File: src/rtl/teamj_design.sv
// Team J test-chip pad-level top: inverter, gated toggle oscillator, 4-bit ripple
// adder with carry-in and an overlapping Moore sequence detector, all on raw pins.
module teamj_design #(
    parameter logic [5:0] SEQ_PATTERN = 6'b100111,
    parameter int         SEQ_LEN     = 6
) (
    input  logic A0,  input  logic A1,  input  logic A2,  input  logic A3,
    input  logic A4,  input  logic A5,  input  logic A6,  input  logic A7,
    input  logic A8,  input  logic A9,  input  logic A10, input  logic A11,
    input  logic A12, input  logic A13, input  logic A14, input  logic A15,
    input  logic A16, input  logic A17, input  logic A18, input  logic A19,
    input  logic A20, input  logic A21, input  logic A22, input  logic A23,
    output logic Q0,  output logic Q1,  output logic Q2,  output logic Q3,
    output logic Q4,  output logic Q5,  output logic Q6,  output logic Q7,
    output logic Q8,  output logic Q9,  output logic Q10, output logic Q11,
    output logic Q12, output logic Q13, output logic Q14, output logic Q15,
    output logic Q16, output logic Q17, output logic Q18, output logic Q19,
    output logic Q20, output logic Q21, output logic Q22, output logic Q23
);

    localparam logic [2:0] S0 = 3'd0;
    localparam logic [2:0] S1 = 3'd1;
    localparam logic [2:0] S2 = 3'd2;
    localparam logic [2:0] S3 = 3'd3;
    localparam logic [2:0] S4 = 3'd4;
    localparam logic [2:0] S5 = 3'd5;
    localparam logic [2:0] S6 = 3'(SEQ_LEN);

    logic       r_osc;
    logic [2:0] r_state;
    logic       r_match;
    logic [2:0] w_next;
    logic [3:0] w_x;
    logic [3:0] w_y;
    logic [3:0] w_sum;
    logic       w_cout;
    logic       w_unused;

    assign Q0 = ~A0;

    // A1 is the oscillator's own clear; the detector reset A13 never touches it.
    always_ff @(posedge A12 or negedge A1) begin
        if (!A1) begin
            r_osc <= 1'b0;
        end else if (A2) begin
            // NOTE: clocked state always uses <= so every flop samples pre-edge values.
            r_osc <= ~r_osc;
        end
    end

    assign Q1 = r_osc;

    assign w_x = {A7, A6, A5, A4};
    assign w_y = {A11, A10, A9, A8};

    always_comb begin
        // NOTE: blocking = is correct here; the carry must ripple stage to stage in order.
        w_cout = A3;
        w_sum  = '0;
        for (int i = 0; i < 4; i++) begin
            w_sum[i] = w_x[i] ^ w_y[i] ^ w_cout;
            w_cout   = (w_x[i] & w_y[i]) | (w_cout & (w_x[i] ^ w_y[i]));
        end
    end

    assign {Q7, Q6, Q5, Q4, Q3} = {w_cout, w_sum};

    // Forward edges follow SEQ_PATTERN; fall-back targets are the KMP failure states
    // worked out for 100111 and must be re-derived if the pattern changes.
    always_comb begin
        // NOTE: default assignment first so no path through the case infers a latch.
        w_next = S0;
        case (r_state)
            S0:      w_next = (A14 == SEQ_PATTERN[5]) ? S1 : S0;
            S1:      w_next = (A14 == SEQ_PATTERN[4]) ? S2 : S1;
            S2:      w_next = (A14 == SEQ_PATTERN[3]) ? S3 : S1;
            S3:      w_next = (A14 == SEQ_PATTERN[2]) ? S4 : S0;
            S4:      w_next = (A14 == SEQ_PATTERN[1]) ? S5 : S2;
            S5:      w_next = (A14 == SEQ_PATTERN[0]) ? S6 : S2;
            S6:      w_next = (A14 == SEQ_PATTERN[5]) ? S1 : S2;
            default: w_next = S0;
        endcase
    end

    always_ff @(posedge A12 or negedge A13) begin
        if (!A13) begin
            r_state <= S0;
            r_match <= 1'b0;
        end else begin
            r_state <= w_next;
            r_match <= (w_next == S6);
        end
    end

    assign Q12 = r_match;

    assign Q2  = 1'b0;
    assign Q8  = 1'b0;
    assign Q9  = 1'b0;
    assign Q10 = 1'b0;
    assign Q11 = 1'b0;
    assign Q13 = 1'b0;
    assign Q14 = 1'b0;
    assign Q15 = 1'b0;
    assign Q16 = 1'b0;
    assign Q17 = 1'b0;
    assign Q18 = 1'b0;
    assign Q19 = 1'b0;
    assign Q20 = 1'b0;
    assign Q21 = 1'b0;
    assign Q22 = 1'b0;
    assign Q23 = 1'b0;

    assign w_unused = ^{A15, A16, A17, A18, A19, A20, A21, A22, A23};

endmodule

File: config.mk
export PLATFORM = sky130hd
export DESIGN_NAME = teamj_design
export DESIGN_NICKNAME = d
export VERILOG_FILES = /design/src/rtl/teamj_design.sv
export SDC_FILE = /design/constraint.sdc
export NUM_CORES = 1
export LEC_CHECK = 0
export CAP_MARGIN = 40
export CORE_MARGIN = 2
export CORE_UTILIZATION = 27
export CTS_CLUSTER_SIZE = 28
export DETAILED_ROUTE_END_ITERATION = 12
export HOLD_SLACK_MARGIN = 0.02
export PLACE_DENSITY = 0.79
export SLEW_MARGIN = 20
export SYNTH_ARGS = -nofsm -noshare
export SYNTH_HDL_FRONTEND = slang
export SYNTH_SLANG_ARGS = --single-unit
File: constraint.sdc
create_clock -name A12 -period 3.4 [get_ports A12]
set_clock_uncertainty 0.1 [all_clocks]
set_input_delay 0.85 -clock A12 [delete_from_list [all_inputs] [get_ports A12]]
set_output_delay 0.85 -clock A12 [all_outputs]
set_load 0.005 [all_outputs]
* Word level (Yosys, flattened, before mapping)
Index checks and enable logic that the tools add are counted.
** Word-level totals
- Bits in registers :: 5
- Bits in latches :: 0
- RAM bits :: 0
- ROM bits :: 0
- Input port bits :: 24
- Memories :: 0
** Cells by class
- Add/sub/neg operators :: 0
- $mul :: 0
- Div/mod/pow operators :: 0
- Order comparisons :: 0
- Eq/ne operators :: 7
- Shift-type cells :: 0
- Muxes and demuxes :: 7
- Bitwise gates (word level) :: 22
- Reduce and logical (&&, ||, !) cells :: 2
** Operators by type and width (count)
- case mux 3 bit (6 select lines) :: 1
- == test 3 bit, second input constant :: 4
- two-way mux 3 bit :: 3
- bitwise AND 1 bit :: 8
- bitwise XOR 1 bit :: 8
- == test 3 x 2 -> 1 bit, second input constant :: 2
- two-way mux 2 bit :: 2
- bitwise OR 1 bit :: 4
- == test 3 x 1 -> 1 bit, second input constant :: 1
- logical NOT 3 bit :: 1
- inverter 1 bit :: 2
- OR reduction 2 bit :: 1
- two-way mux 1 bit :: 1

* Logic depth before layout (Yosys ltp)
- Depth in word-level cells :: 9
- Mapped depth :: 8
- Gate-level depth less buffers :: 8

* Worst setup path before layout
OpenSTA, ideal clock, no wires.
- Path kind :: input to output
- From :: input A3
- To :: output Q6
- Arrival :: 2.362 ns
- Data required time :: 2.450 ns
- Slack :: 0.088 ns
- Cell stages on the path :: 8
- Path buffers :: 0
- Cells stage by stage :: inv_1 -> fa_1 -> inv_1 -> fa_1 -> fa_1 -> inv_1 -> fa_1 -> inv_1
** On the way
- Longest elaborated chain between the ends :: 7
** Ends and longest elaborated chain
- start: declaration :: line 7 : input logic A0, input logic A1, input logic A2, input logic A3,
- bitwise AND 1 bit :: line 62 : w_cout = (w_x[i] & w_y[i]) | (w_cout & (w_x[i] ^ w_y[i]));
- bitwise OR 1 bit :: line 62
- bitwise AND 1 bit :: line 62
- bitwise OR 1 bit :: line 62
- bitwise AND 1 bit :: line 62
- bitwise OR 1 bit :: line 62
- bitwise XOR 1 bit :: line 61 : w_sum[i] = w_x[i] ^ w_y[i] ^ w_cout;
- end: declaration :: line 14 : output logic Q4, output logic Q5, output logic Q6, output logic Q7,
Every way passes these cells.

* Worst setup path in the final report
- From :: input A4
- To :: output Q6
** On the way
- Longest elaborated chain between the ends :: 8
- Elaborated cells on any way between the ends :: 9
** Ends and longest elaborated chain
- start: declaration :: line 8 : input logic A4, input logic A5, input logic A6, input logic A7,
- bitwise XOR 1 bit :: line 62
- bitwise AND 1 bit :: line 62
- bitwise OR 1 bit * :: line 62
- bitwise AND 1 bit * :: line 62
- bitwise OR 1 bit * :: line 62
- bitwise AND 1 bit * :: line 62
- bitwise OR 1 bit * :: line 62
- bitwise XOR 1 bit * :: line 61
Every way passes the cells marked *; elsewhere a longest branch is shown, timed or not.

==> flow_metrics.env <==
export IMPL_outcome="finished with violations"
export IMPL_violations="negative setup slack"
export IMPL_grt_use_total_pct=8.47
export IMPL_ys_warn_count=0
export IMPL_p_sw_mw=0.0924
export IMPL_clkLatencyLatePin_ns=0.24
export IMPL_required_ns=2.45
export IMPL_min_delay_path_class="reg2reg"
export IMPL_cp_num_buf_inv=6
export IMPL_synth_seq_cells=5
export IMPL_endpoint_kind="output pin"
export IMPL_finalWorstSetupSlack_ns=-0.0416
export IMPL_fin_setup_tns_ns=-0.0416
export IMPL_grt_pass1_vias=350
export IMPL_layout_drive_gt1_share_pct=23.7
export IMPL_initial_core_util_pct=29.1
export IMPL_wire_per_inst_um=8.39
export IMPL_power_frac_seq_pct=37.0
export IMPL_yosysSeqAreaShare_pct=27.9
export IMPL_worst_path_stages=10
export IMPL_seq_area_um2=125
export IMPL_synth_cell_types=14
export IMPL_p_int_mw=0.196
export IMPL_clkPwrFrac_pct=23.3
export IMPL_place_inst=88
export IMPL_drtPass1Iterations=3
export IMPL_min_period_over_period_pct=101
export IMPL_slowest_delay_ns=0.40
export IMPL_cts_sinks=5
export IMPL_ios=48
export IMPL_path_max_fanout=1
export IMPL_power_leakage_nw=0.340
export IMPL_gp_congestion=0.813
export IMPL_fin_cells=92
export IMPL_postRouteAntennaNets=0
export IMPL_pre_cts_slack_ns=-0.884
export IMPL_syn_area_um2=449
export IMPL_vias_per_cell=3.74
export IMPL_grt_max_degree=6
export IMPL_worstSetupPathType="in2out"
export IMPL_whs_path_depth=1
export IMPL_portBuffers=22
export IMPL_dieArea_um2=2010
export IMPL_final_common_cell="conb_1"
export IMPL_vias=344
export IMPL_hold_viol=0
export IMPL_final_cell_mix="conb_1 (16), clkdlybuf4s50_1 (14), inv_1 (7)"
export IMPL_r2r_cells=3
export IMPL_multiInputGateArea_um2=219
export IMPL_core_area_um2=1540
export IMPL_crit_family="adder cells"
export IMPL_slew_viol_final=0
export IMPL_pwr_density_cell_nw_per_um2=439
export IMPL_ctsHoldBuffers=0
export IMPL_grt_antenna_before_repair=0
export IMPL_fin_crit_ns=3.44
export IMPL_cts_tree="built"
export IMPL_arrival_ns=2.49
export IMPL_combPwrFrac_pct=39.7
export IMPL_drt_initial_drc_count=4
export IMPL_drc=0
export IMPL_final_cell_area_um2=657
export IMPL_swShare_pct=32.0
export IMPL_synth_cells=51
export IMPL_hpwl_um=700
export IMPL_slowest_stage="fa_1"
export IMPL_die_h_um=44.8
export IMPL_die_x_um=44.8
export IMPL_critPathLaunchType="input port"
export IMPL_fill_cells=146
export IMPL_ir_worst_vdd_uv=203
export IMPL_std_cell_rows=14
export IMPL_path_clk_slew_ns=0.04
export IMPL_antennaDiodeCount=0
export IMPL_whs_ns=0.370
export IMPL_grt_overflow=0
export IMPL_root_buffer="clkbuf_4"
export IMPL_drt_total_wl_um=772
export IMPL_cts_path_max_buffers=2
export IMPL_nets=105
export IMPL_path_cells="buf_6 -> inv_4 -> fa_2 -> inv_2 -> fa_2 -> fa_2 -> inv_2 -> fa_1 -> inv_1 -> buf_2"
export IMPL_clock_fmax_ghz=0.291
export IMPL_postSynthAreaPerCell_um2=8.81
export IMPL_drv_cap=0
export IMPL_grt_setup_unrepaired="true"
export IMPL_finalSetupViolations=1
export IMPL_cts_buffers=3
export IMPL_grt_pass1_wl_um=1240
export IMPL_placed_area_um2=626
export IMPL_cpMostUsedCell="fa_2"
export IMPL_h_tree_depth=1
export IMPL_area_delta_synth_final_pct=46.2
registers in the layout (all words and copies together), names as in the netlist:
| signal | cells |
|---|---|
| r_state | 3 |
| Q1 | 1 |
| Q12 | 1 |
power groups by stage:
stage	Combinational (mW)	Clock (mW)	Sequential, mW
after global placement	0.112	0	0.105
after detailed placement	0.119	0	0.106
after CTS	0.116	0.0716	0.106
final	0.114	0.0673	0.107
after global routing	0.132	0.0768	0.109
after floorplan	0.0696	0	0.102
cells in the mapped netlist (all sizes together):
| master | instances | area (um2) |
|---|---|---|
| nand2 | 2 | 7.51 |
| mux2 | 1 | 11.3 |
| fa | 4 | 80.1 |
| dfrtp | 5 | 125 |
| nand2b | 1 | 6.26 |
| inv | 13 | 48.8 |
| o221a | 1 | 11.3 |
| buf | 16 | 120 |
| xor2 | 1 | 8.76 |
| o22ai | 1 | 6.26 |
| conb | 1 | 3.75 |
| nor2 | 4 | 15.0 |
| a21oi | 1 | 5.00 |
logic make-up (layout without fill, tap and decap cells):
group,Yosys count,after routing,share of synthesized area (%)
adders and majority gates,4,4,17.8
buffers and inverters,29,39,37.6
AOI/OAI and AO/OA,3,3,5.01
and+or+nand+nor,7,7,6.41
xor gates and xnor gates,1,1,1.95
other,1,16,0.835
muxes,1,1,2.51
DFF,5,5,27.9
final cells by class:
cell class	instances	share of cell area, %
Inverter	13	8.57
Sequential cell	5	19.0
Timing Repair Buffer	22	32.0
Multi-Input combinational cell	32	33.3
Tap cell	16	3.05
Clock buffer	4	4.00
path summary, 6_finish.rpt:
| kind | slack [ns] | end | startpoint |
|---|---|---|---|
| setup / recovery | -0.04 | Q6 | A4 |
| setup reg to reg | 2.31 | r_state[2] | r_state[2] |
| min in group asynchronous | 0.65 | Q1 | A1 |
| max in group asynchronous | 2.32 | Q12 | A13 |
| hold reg to reg | 0.37 | Q1 | Q1 |
| hold / removal | 0.37 | Q1 | Q1 |
timing repair:
action | CTS | global route
endpoints found under the hold margin | 0 | 0
buffers inserted | 0 | 0
gates resized for setup | 31 | 4
pin swaps | 4 | 4
endpoints found under the setup margin | 4 | 2
cloned | 0 | 0
per-stage QoR:
step | utilization, % | total power [mW]
after floorplan | - | 0.172
after global placement | 40.6 | 0.217
after detailed placement | 40.6 | 0.225
after CTS | 42.2 | 0.294
after global routing | 42.6 | 0.318
final | 42.6 | 0.288
routing by layer:
metal | wire length, um | global-route usage [%] | vias up
met5 | 0 | 0 | -
met4 | 0 | 5.29 | 0
met3 | 114 | 3.60 | 0
met2 | 419 | 15.7 | 24
met1 | 238 | 7.43 | 156
li1 | - | - | 164
Power figures use the tool's default switching activity.
